### config.mk
export PLATFORM = sky130hd
export DESIGN_NAME = seg7_scan_driver
export DESIGN_NICKNAME = d
export VERILOG_FILES = /design/src/rtl/seg7_pkg.sv /design/src/rtl/hex_to_seg7.sv /design/src/rtl/seg7_scan_driver.sv
export SDC_FILE = /design/constraint.sdc
export NUM_CORES = 1
export LEC_CHECK = 0
export ABC_AREA = 0
export BUFFER_PORTS_ARGS = -buffer_cell sky130_fd_sc_hd__buf_2
export CAP_MARGIN = 20
export CORE_UTILIZATION = 57
export CTS_BUF_LIST = sky130_fd_sc_hd__clkbuf_16
export DETAILED_ROUTE_END_ITERATION = 10
export PLACE_DENSITY = 0.8
export SLEW_MARGIN = 10
export SYNTH_ARGS = -nofsm -noshare
export SYNTH_HDL_FRONTEND = slang
export SYNTH_SLANG_ARGS = --single-unit
### constraint.sdc
create_clock -name clock -period 3.68 [get_ports clock]
set_clock_uncertainty 0.2 [all_clocks]
set_input_delay 0.552 -clock clock [delete_from_list [all_inputs] [get_ports clock]]
set_output_delay 0.552 -clock clock [all_outputs]
set_load 0.005 [all_outputs]
### src/rtl/seg7_pkg.sv
// seg7_pkg: shared state codes, blank patterns and hex glyph table for the seven-segment scan driver
package seg7_pkg;

    typedef logic [1:0] state_t;

    localparam state_t IDLE = 2'd0;
    localparam state_t SHOW = 2'd1;
    localparam state_t GAP  = 2'd2;

    localparam logic [6:0] SEG_BLANK = 7'h7F;
    localparam logic [7:0] DIG_OFF   = 8'hFF;

    // Active-high gfedcba glyphs for 0..F
    localparam logic [6:0] HEX7 [16] = '{
        7'h3F, 7'h06, 7'h5B, 7'h4F, 7'h66, 7'h6D, 7'h7D, 7'h07,
        7'h7F, 7'h6F, 7'h77, 7'h7C, 7'h39, 7'h5E, 7'h79, 7'h71
    };

endpackage

### src/rtl/hex_to_seg7.sv
// hex_to_seg7: combinational nibble to active-low seven-segment pattern
module hex_to_seg7
    import seg7_pkg::*;
(
    input  logic [3:0] nibble,
    output logic [6:0] seg_n
);

    assign seg_n = ~HEX7[nibble];

endmodule

### src/rtl/seg7_scan_driver.sv
// seg7_scan_driver: 8-digit multiplexed hex display of {value2, value1}; LEADING_ZERO_BLANK_EN blanks leading zeros per 4-digit group
module seg7_scan_driver
    import seg7_pkg::*;
#(
    parameter int TICKS_PER_DIGIT = 50000,
    parameter int GAP_TICKS       = 500
)(
    input  logic        clock,
    input  logic        reset_n,
    input  logic [15:0] value1,
    input  logic [15:0] value2,
    input  logic        enable,
    output logic [6:0]  seg_n,
    output logic        dp_n,
    output logic [7:0]  dig_n,
    output logic        frame_done
);

    localparam int MAX_TICKS = TICKS_PER_DIGIT > GAP_TICKS ? TICKS_PER_DIGIT : GAP_TICKS;
    localparam int CW        = $clog2(MAX_TICKS + 1);

    state_t        state;
    logic [2:0]    idx;
    logic [CW-1:0] cnt;
    logic [31:0]   snapshot;
    logic          wrap_q;
    logic          show_end, gap_end, step, wrap, start, blank;
    logic [3:0]    nibble;
    logic [6:0]    digit_seg_n;

    assign nibble = snapshot[{idx, 2'b00} +: 4];

    hex_to_seg7 u_hex (
        .nibble (nibble),
        .seg_n  (digit_seg_n)
    );

`ifdef LEADING_ZERO_BLANK_EN
    logic [15:0] group;
    assign group = idx[2] ? snapshot[31:16] : snapshot[15:0];
    assign blank = idx[1:0] != 2'd0 && (group >> {idx[1:0], 2'b00}) == 16'h0;
`else
    assign blank = 1'b0;
`endif

    // Decode end of dwell, digit step, frame wrap and frame (re)start
    always_comb begin
        show_end = state == SHOW && cnt == CW'(TICKS_PER_DIGIT - 1);
        gap_end  = state == GAP && cnt == CW'(GAP_TICKS - 1);
        step     = gap_end || (show_end && GAP_TICKS == 0);
        wrap     = step && idx == 3'd7;
        start    = enable && (state == IDLE || wrap);
    end

    // Sequence IDLE/SHOW/GAP, advance the digit index and snapshot values at frame start
    always_ff @(posedge clock or negedge reset_n) begin
        if (!reset_n) begin
            state    <= IDLE;
            idx      <= 3'd0;
            cnt      <= '0;
            snapshot <= 32'h0;
            wrap_q   <= 1'b0;
        end else begin
            wrap_q <= wrap;
            if (start) begin
                snapshot <= {value2, value1};
                state    <= SHOW;
                idx      <= 3'd0;
                cnt      <= '0;
            end else if (wrap) begin
                state <= IDLE;
                idx   <= 3'd0;
                cnt   <= '0;
            end else if (step) begin
                state <= SHOW;
                idx   <= idx + 3'd1;
                cnt   <= '0;
            end else if (show_end) begin
                state <= GAP;
                cnt   <= '0;
            end else if (state != IDLE) begin
                cnt <= cnt + 1'b1;
            end
        end
    end

    // Register display drives one cycle behind the sequencer
    always_ff @(posedge clock or negedge reset_n) begin
        if (!reset_n) begin
            seg_n      <= SEG_BLANK;
            dp_n       <= 1'b1;
            dig_n      <= DIG_OFF;
            frame_done <= 1'b0;
        end else begin
            seg_n      <= state == SHOW && !blank ? digit_seg_n : SEG_BLANK;
            dp_n       <= !(state == SHOW && idx == 3'd4);
            dig_n      <= state == SHOW ? ~(8'b1 << idx) : DIG_OFF;
            frame_done <= wrap_q;
        end
    end

endmodule
==> run_results.csv <==
group,metric,value,unit
cts,clock_tree_from_tritoncts,"built",
timing,worst_slack,0.550,ns
timing,finalCriticalPeriod,3.13,ns
synth,synth-simple-area-share,0.134,
synth,share_of_synthesized_cell_area_in_full_adder_half_adder_and_majority_cells,0.0471,
floorplanning,fp.dieW,79.9,um
floorplanning,initial_utilization,0.587,
final_layout,nets,389,
place,port_buffers,51,
cts,ctsHtreeMaxLevel,3,
power_and_ir_drop,power_leakage,1.98,nW
setup_path,regToRegEndpoint,"snapshot[21]",
cts,clkTransAtPathRegs,0.06,ns
floorplanning,floorplan.core_area,5890,um2
place,dp_hpwl,4.57,mm
synth,synth_enable_flop_cells,0,
timing,worst_pin_slew,0.844,ns
synth,synthArstFlopShare,1.00,
timing,final_max_slew_viol_count,0,
global_routing,grt_first_pass_wirelength,10.9,mm
final_layout,fill_cells,432,
place,place_ws,0.576,ns
route,final_antenna_net_count,0,
cts,cts_buffer_depth,2,
setup_path,critPathCaptureType,"register",
synth,synth.largest_area_cell,"sky130_fd_sc_hd__dfrtp_1",
global_routing,largest_net_degree_at_the_start_of_global_routing,43,
global_routing,grt_antenna_before_repair,0,
synth,ys_seq_area_frac,0.512,
timing,max-slew-margin-rel,0.436,
timing,clock.fmax,0.319,GHz
global_routing,global_route.usage.total,0.231,
synth,syn-mean-instance-area,12.0,um2
min_path,hold_path_class,"in -> async",
route,drt_pre_antenna_iters,4,
synth,synth.yosys.warnings,0,
place,gp_routability_congestion,0.843,
cts,cts_root_buffer,"sky130_fd_sc_hd__clkbuf_16",
timing,finalHoldViolations,0,
setup_path,criticalPathCategory,"reg -> reg",
route,drt_wl_total,6.53,mm
setup_path,reg2reg_from,"cnt[14]",
timing,grt_setup_unrepaired,"false",
synth,yosys-top-cells-area,"sky130_fd_sc_hd__dfrtp_1 40%, sky130_fd_sc_hd__dfstp_2 11%, sky130_fd_sc_hd__mux2_2 10%",
run_status,run_status,"finished clean",
setup_path,cp.required,3.70,ns
floorplanning,number_of_primary_i_o_pins,52,
synth,yosys.cell_types.count,44,
job,drv_cap,0,
route,drt_first_iter_violations,155,
global_routing,grt_overflow_total,0,
final_layout,area_delta_synth_final,16.5,%
synth,mappedNetlistArea,3460,um2
timing,timing.final.crit_share,0.851,
timing,setup_viol,0,
synth,cell_with_the_most_instances_after_synthesis,"sky130_fd_sc_hd__dfrtp_1",
floorplanning,design.die.area,6380,um2
cts,cts.hold.buffers_added,0,
setup_path,r2r_slack,0.55,ns
floorplanning,rows,28,
setup_path,worstPathMaxFanout,32,
floorplanning,floorplan.die.height,79.9,um
setup_path,rr_worst_depth,6,
cts,postCtsSetupBuffers,0,
power_and_ir_drop,power-per-cell-area,398,nW/um2
final_layout,layout-drive-gt1-share,0.370,
timing,fin_tns_setup,0,ns
cts,cts_repair_resize_count,0,
synth,ys_dominant_reg_cell,"sky130_fd_sc_hd__dfrtp_1",
final_layout,num_antenna_cells,0,
synth,parity_gate_share_of_the_synthesized_area_counting_xor_and_xnor_cells,0.0329,
route,drc,0,
setup_path,start_kind,"register",
cts,clk_latency,0.33,ns
global_routing,first_global_vias,2300,
setup_path,arrival,3.15,ns
cts,cts.sinks,70,
route,avgViaCountPerCell,5.69,
synth,synth_fp_nets,337,
synth,synth_compound_gate_area_share,0.0655,
timing,finalHoldWorstSlack,0.0278,ns
synth,top_cells_by_instance_count_after_synthesis,"55 x sky130_fd_sc_hd__dfrtp_1, 32 x sky130_fd_sc_hd__mux2_2, 23 x sky130_fd_sc_hd__nand2_1",
synth,synthesis.instances,289,
power_and_ir_drop,vdd_ir_drop_max,0.333,mV
route,route.vias.total,2397,
synth,synth.mux.area_fraction,0.173,
synth,synth.top_cell.area_share,0.398,
synth,largest_family_of_logic_cells_by_synthesized_area,"multiplexers",
route,routedWlPerCell,15.5,um
synth,synth_seq_cells,70,
cts,cts-buffers-inserted,9,
metal layers:
metal,vias to the layer above,share of wire,GRT usage
li1,1148,-,-
met1,1147,0.45,0.306
met2,92,0.48,0.368
met3,10,0.054,0.0457
met4,0,0.016,0.107
met5,-,0,0
per-stage QoR:
step / util / power, W / cell area, um2 / cells
global route: 0.685 / 0.00165 / 4030 / 421
detailed placement: 0.637 / 0.000819 / 3750 / 405
floorplan: - / 0.000785 / 3460 / 289
global placement: 0.637 / 0.000818 / 3750 / 405
finish: 0.685 / 0.00161 / 4030 / 421
CTS: 0.685 / 0.00162 / 4030 / 421
cell type report:
type | count | area, um2 | share of cell area
sequential | 70 | 1770 | 0.439
multi-input combinational | 196 | 1560 | 0.388
timing repair buffer | 55 | 285 | 0.0708
clock buffer | 9 | 225 | 0.0559
tap | 75 | 93.8 | 0.0233
clock inverter | 7 | 56.3 | 0.0140
inverter | 9 | 33.8 | 0.00839
cells in the final DEF (no fill, tap or decap), types with 9 or more instances in the layout:
cell / instances
sky130_fd_sc_hd__nand3_1: 13
sky130_fd_sc_hd__buf_2: 51
sky130_fd_sc_hd__xor2_1: 11
sky130_fd_sc_hd__nand4_1: 9
sky130_fd_sc_hd__ha_1: 13
sky130_fd_sc_hd__inv_1: 9
sky130_fd_sc_hd__dfrtp_1: 55
sky130_fd_sc_hd__mux2_2: 32
sky130_fd_sc_hd__nor2_1: 21
sky130_fd_sc_hd__dfstp_2: 15
sky130_fd_sc_hd__nand2_1: 23
sky130_fd_sc_hd__clkbuf_16: 9
cells by family (layout without fill, tap and decap cells):
group,after synthesis,after routing
AND/OR/NAND/NOR,92,92
buffers and inverters,23,80
AO/OA/AOI/OAI,30,30
XOR/XNOR,13,13
adder cells (fa/ha/maj),13,13
flip-flops,70,70
multiplexers,48,48
power breakdown:
group / internal, W / total, W / switching [W]
Combinational: 0.0000136 / 0.0000337 / 0.0000201
Clock: 0.000463 / 0.000801 / 0.000337
Sequential: 0.000771 / 0.000771 / 0
Total: 0.00125 / 0.00161 / 0.000357
worst max path at each step:
stage                 start           end  slack (ns)
global placement    cnt[14]  snapshot[29]        0.63
detailed placement  cnt[14]  snapshot[21]        0.58
finish              cnt[14]  snapshot[21]        0.55
global route        cnt[14]   snapshot[6]        0.44
CTS                 cnt[14]   snapshot[6]        0.56
floorplan           cnt[14]  snapshot[10]        0.91
worst max-delay path: stages (launching register included):
cell and delay [ns]:
sky130_fd_sc_hd__dfrtp_1 0.43, sky130_fd_sc_hd__or4_1 0.54, sky130_fd_sc_hd__or4_1 0.42, sky130_fd_sc_hd__or3_1 0.48, sky130_fd_sc_hd__o21ai_4 0.17, sky130_fd_sc_hd__buf_4 0.37
sky130_fd_sc_hd__mux2_2 0.39
registers in the layout (all words and copies together), names as in the netlist:
register    count
frame_done      1
dig_n           8
idx             3
state           2
snapshot       32
seg_n           7
cnt            16
wrap_q          1
Note: power is estimated with default switching activity, not from simulation.
